`src/rtl/spi_word_sequencer.sv`:
```
// Plays a DEPTH-entry table of 24-bit words into a SPI parallel-to-serial stage,
// one frame per word. Define SEQ_LOOP_EN to restart the sequence while start is held.
module spi_word_sequencer #(
  parameter int DEPTH   = 16,
  parameter int AW      = 4,
  parameter int GAP     = 4,
  parameter int TIMEOUT = 63
) (
  input  logic          sclk,
  input  logic          cfg_rst,
  input  logic          wr_en,
  input  logic [AW-1:0] wr_addr,
  input  logic [23:0]   wr_data,
  input  logic          start,
  input  logic [AW:0]   num_words,
  input  logic          sync_in,
  output logic          spi_rst_n,
  output logic [23:0]   spi_data,
  output logic          busy,
  output logic          done,
  output logic          err,
  output logic [AW-1:0] word_idx
);
  localparam logic [2:0] S_IDLE  = 3'd0;
  localparam logic [2:0] S_LOAD  = 3'd1;
  localparam logic [2:0] S_SHIFT = 3'd2;
  localparam logic [2:0] S_GAP   = 3'd3;
  localparam logic [2:0] S_DONE  = 3'd4;

  localparam int CW = $clog2(TIMEOUT + 1);
  localparam int GW = (GAP > 1) ? $clog2(GAP) : 1;
  localparam logic [AW:0] DEPTH_W = (AW+1)'(DEPTH);

  logic [2:0]    state;
  logic [23:0]   tbl [DEPTH];
  logic [AW:0]   n_lat;
  logic [CW-1:0] cyc;
  logic [GW-1:0] gcnt;
  logic          seen_low;

  logic          wr_ok;
  logic [AW:0]   n_clamp;
  logic [AW:0]   nxt_idx;
  logic [23:0]   first_word;
  logic          go;

  assign wr_ok   = wr_en && !busy && ({1'b0, wr_addr} < DEPTH_W);
  assign n_clamp = (num_words > DEPTH_W) ? DEPTH_W : num_words;
  assign nxt_idx = {1'b0, word_idx} + 1'b1;
  assign go      = start && (num_words != '0);
  // A write landing on the same edge as start must be the value that gets sent.
  assign first_word = (wr_ok && wr_addr == '0) ? wr_data : tbl[0];

  always_ff @(posedge sclk) begin
    if (cfg_rst) begin
      state     <= S_IDLE;
      spi_rst_n <= 1'b0;
      spi_data  <= '0;
      busy      <= 1'b0;
      done      <= 1'b0;
      err       <= 1'b0;
      word_idx  <= '0;
      n_lat     <= '0;
      cyc       <= '0;
      gcnt      <= '0;
      seen_low  <= 1'b0;
      for (int i = 0; i < DEPTH; i++) tbl[i] <= '0;
    end else begin
      done <= 1'b0;
      if (wr_ok) tbl[wr_addr] <= wr_data;
      case (state)
        S_IDLE: begin
          spi_rst_n <= 1'b0;
          if (go) begin
            n_lat    <= n_clamp;
            word_idx <= '0;
            err      <= 1'b0;
            busy     <= 1'b1;
            spi_data <= first_word;
            state    <= S_LOAD;
          end
        end
        S_LOAD: begin
          spi_rst_n <= 1'b1;
          cyc       <= '0;
          seen_low  <= 1'b0;
          state     <= S_SHIFT;
        end
        S_SHIFT: begin
          // Dropping reset on the closing sync edge kills the serializer's next frame.
          if (sync_in && seen_low) begin
            spi_rst_n <= 1'b0;
            gcnt      <= '0;
            state     <= S_GAP;
          end else if (cyc == CW'(TIMEOUT - 1)) begin
            err       <= 1'b1;
            busy      <= 1'b0;
            spi_rst_n <= 1'b0;
            state     <= S_IDLE;
          end else begin
            cyc <= cyc + 1'b1;
            if (!sync_in) seen_low <= 1'b1;
          end
        end
        S_GAP: begin
          if (gcnt == GW'(GAP - 1)) begin
            if (nxt_idx < n_lat) begin
              word_idx <= nxt_idx[AW-1:0];
              spi_data <= tbl[nxt_idx[AW-1:0]];
              state    <= S_LOAD;
            end else begin
`ifdef SEQ_LOOP_EN
              done <= 1'b1;
              if (go) begin
                n_lat    <= n_clamp;
                word_idx <= '0;
                spi_data <= tbl[0];
                state    <= S_LOAD;
              end else begin
                busy  <= 1'b0;
                state <= S_IDLE;
              end
`else
              done  <= 1'b1;
              busy  <= 1'b0;
              state <= S_DONE;
`endif
            end
          end else begin
            gcnt <= gcnt + 1'b1;
          end
        end
        S_DONE:  state <= S_IDLE;
        default: state <= S_IDLE;
      endcase
    end
  end
endmodule

```
`config.mk`:
```
export PLATFORM = sky130hd
export DESIGN_NAME = spi_word_sequencer
export DESIGN_NICKNAME = d
export VERILOG_FILES = /design/src/rtl/spi_word_sequencer.sv
export SDC_FILE = /design/constraint.sdc
export NUM_CORES = 1
export LEC_CHECK = 0
export BUFFER_PORTS_ARGS = -buffer_cell sky130_fd_sc_hd__buf_2
export CAP_MARGIN = 10
export CORE_MARGIN = 3
export CORE_UTILIZATION = 55
export DETAILED_ROUTE_END_ITERATION = 6
export PLACE_DENSITY = 0.72
export SLEW_MARGIN = 5
export SYNTH_ARGS = -nofsm -noshare
export SYNTH_HDL_FRONTEND = slang
export SYNTH_SLANG_ARGS = --single-unit
```
`constraint.sdc`:
```
create_clock -name sclk -period 5.4 [get_ports sclk]
set_input_delay 0.54 -clock sclk [delete_from_list [all_inputs] [get_ports sclk]]
set_output_delay 0.54 -clock sclk [all_outputs]
set_load 0.02 [all_outputs]
```
==> metrics.md <==
| Metric | Value |
|---|---|
| Status | `completed` |
| WS Path Type | `reg -> reg` |
| Footprint of the multi-input gates | `0.00694 mm²` |
| Final setup fails | `0` |
| Cts hold-fix bufs | `0` |
| Syn Std Cell Area | `0.0200 mm²` |
| DRT Wirelength | `50.2 mm` |
| Final hold vios | `0` |
| Crit path max fanout | `46` |
| Clock Path Buffers | `3` |
| Root Buffer | `clkbuf_16` |
| Vias/cell | `6.08` |
| Peak supply drop | `0.000250 V` |
| Unrepaired setup endpoints after global routing | `false` |
| Cell leakage power | `8.25 nW` |
| Total track usage | `0.260` |
| First-pass GRT wire length | `76.2 mm` |
| Post-DRT Antenna Nets | `0` |
| Worst EP arrival | `4660 ps` |
| Power per Cell Area | `359 mW/mm²` |
| Least-Margin Pin Slew | `1270 ps` |
| I/O Pins | `70` |
| Final-layout fill cell count | `2702` |
| Num CTS Buffers | `45` |
| Syn Area/Cell | `12.5 µm²` |
| Synth warn | `0` |
| Post-CTS setup buffers | `0` |
| Initial antenna violation count | `0` |
| Top cells by count, synth | `and2_1 (387), edfxtp_1 (384), nand2_1 (248)` |
| Top cell type by total area after synthesis | `edfxtp_1` |
| Fmax | `239 MHz` |
| CTS resizes | `0` |
| Synth unique cells | `60` |
| Share of layout cells above drive strength 1 | `0.152` |
| Seq/Total Area, Yosys | `0.626` |
| Iter 0 DRT Violations | `1301` |
| Tcrit/Tclk final | `0.773` |
| Routability cong. | `0.861` |
| CTS H-tree depth | `2` |
| Setup crit start kind | `flop` |
| Final Max Slew Viols | `0` |
| # rows | `69` |
| Fin Setup TNS | `0 ps` |
| Post-DR wirelength/cell | `23.8 µm` |
| Max-Cap Viols | `0` |
| Register clock-pin slew on the reported worst setup and hold paths | `60 ps` |
| CP required | `5890 ps` |
| Clk sinks | `433` |
| Most used DFF post-synth | `edfxtp_1` |
| Synth area leaders | `edfxtp_1 (58%), and2_1 (12%), mux4_2 (5.6%)` |
| Synthesized flop and latch total | `433` |
| Area growth from synthesis to layout | `10.8%` |
| Port bufs | `69` |
| Most frequent cell after synthesis | `and2_1` |
| Via count | `12800` |
| CORE AREA | `0.0357 mm²` |
| Number of synthesized flops with an enable pin | `384` |
| # DRC | `0` |
| Clk_lat worst skew | `560 ps` |
| Drt pass-1 iters | `5` |
| Initial core utilization | `0.560` |
| Syn_nets | `1639` |
| Worst hold-check path type | `in -> reg` |
| Synth top area share | `0.577` |
| Diode count | `0` |
| Critical path's slowest cell | `nor3_4` |
| Register area | `0.0125 mm²` |
| Post-layout minimum cycle time | `4180 ps` |
| Share of flip-flops with an asynchronous set or reset | `0` |
| Vias in the first global route | `12500` |
| Slew margin rel. | `0.151` |
| Clk_skew | `14.0 ps` |
| Largest net degree at the start of global routing | `75` |
| Delay-heaviest family, CP | `simple AND/OR/NAND/NOR gates` |
| Grt ovf | `0` |
| Die H | `197 µm` |
| Crit. End Element | `flop` |
| CP cell instances | `ha_2 -> xnor2_4 -> buf_4 -> inv_4 -> ha_1 -> or3_1 -> o221ai_2 -> o21ai_2 -> nor3_4 -> a32o_1` |
| Cells after Synth | `1593` |
| Final #Nets | `1660` |
| CP max stage delay | `920 ps` |
| Post-DP HPWL | `29.1 mm` |
| Tot Pwr | `7.95 mW` |
| CTS tree | `done` |
| Die width | `197 µm` |
| Die ar. | `0.0386 mm²` |
| WP buf/inv | `2` |
-- kinds of logic (layout without fill, tap and decap cells) --
logic type      count (synthesis)  count (layout)  synth area share
xor+xnor                        5               5           0.00351
simple gates                  817             817             0.216
compound gates                121             121            0.0511
mux                            76              76            0.0694
buf+inv                       133             189            0.0282
fa+ha+maj                       8               8           0.00501
flops                         433             433             0.626
-- tightest hold or removal path, cell delays in order --
cell,delay [ps]
buf_2,120
nand3_1,100
a21oi_1,80
-- path summary, 6_finish.rpt --
check | startpoint | to | slack (ps) | cells past startpoint
max | word_idx[0]$_SDFFE_PP0P_ | spi_data[12]$_SDFFE_PP0P_ | 1220 | 10
min | start | n_lat[4]$_SDFFE_PP0P_ | 340 | 3
max reg2reg | word_idx[0]$_SDFFE_PP0P_ | spi_data[12]$_SDFFE_PP0P_ | 1220 | 10
min reg2reg | spi_data[7]$_SDFFE_PP0P_ | spi_data[7]$_SDFFE_PP0P_ | 490 | 1
-- layout make-up --
cell class	count	area share
Clock buffer	60	0.0567
Clock inverter	22	0.0115
Inverter	9	0.00164
Multi-Input combinational cell	1027	0.313
Sequential cell	433	0.565
Tap cell	461	0.0260
Timing Repair Buffer	98	0.0258
-- state kept, by name, summed over array words and instances, names as in the netlist --
| register | cells |
|---|---|
| tbl | 384 |
| spi_data | 24 |
| cyc | 6 |
| n_lat | 5 |
| word_idx | 4 |
| state | 3 |
| gcnt | 2 |
| busy | 1 |
| done | 1 |
| err | 1 |
| seen_low | 1 |
| spi_rst_n | 1 |
-- report_power, final --
group          leakage [nW]  internal (mW)  switching [mW]
Sequential             4.37           3.84           0.140
Combinational          3.14          0.242           0.532
Clock                 0.736           1.91            1.27
-- metrics by stage --
step	utilization	std cells	area, µm²	hold WS [ps]	setup WS, ps
finish	0.621	2110	22100	344	1220
global route	0.621	2110	22100	334	905
CTS	0.621	2109	22100	325	1220
detailed placement	0.578	2027	20600	451	1260
global placement	0.578	2027	20600	447	1340
floorplan	-	1593	20000	436	2310
-- per-layer routing --
| metal | vias up | global-route usage | share of wire |
|---|---|---|---|
| met5 | - | 0 | 0 |
| met4 | 0 | 0.0705 | 0.025 |
| met3 | 96 | 0.0491 | 0.077 |
| met2 | 533 | 0.422 | 0.49 |
| met1 | 6451 | 0.368 | 0.41 |
| li1 | 5743 | - | - |
-- cell usage in the layout (no fill, tap or decap), drive strengths merged, types with 2 or more instances in the layout --
master / instances
a211oi: 2
a21boi: 2
a21oi: 16
a221oi: 2
a2bb2oi: 2
a32o: 25
a32oi: 23
a41o: 23
and2: 387
buf: 98
bufinv: 6
clkbuf: 60
clkinv: 14
dfxtp: 49
edfxtp: 384
ha: 8
inv: 10
mux2i: 26
mux4: 50
nand2: 248
nand2b: 7
nand3: 99
nand3b: 4
nor2: 33
nor2b: 2
nor3: 8
nor3b: 6
o211ai: 2
o21ai: 13
o21ba: 2
or2: 15
or3: 2
xnor2: 4
(Power assumes the default switching activity.)
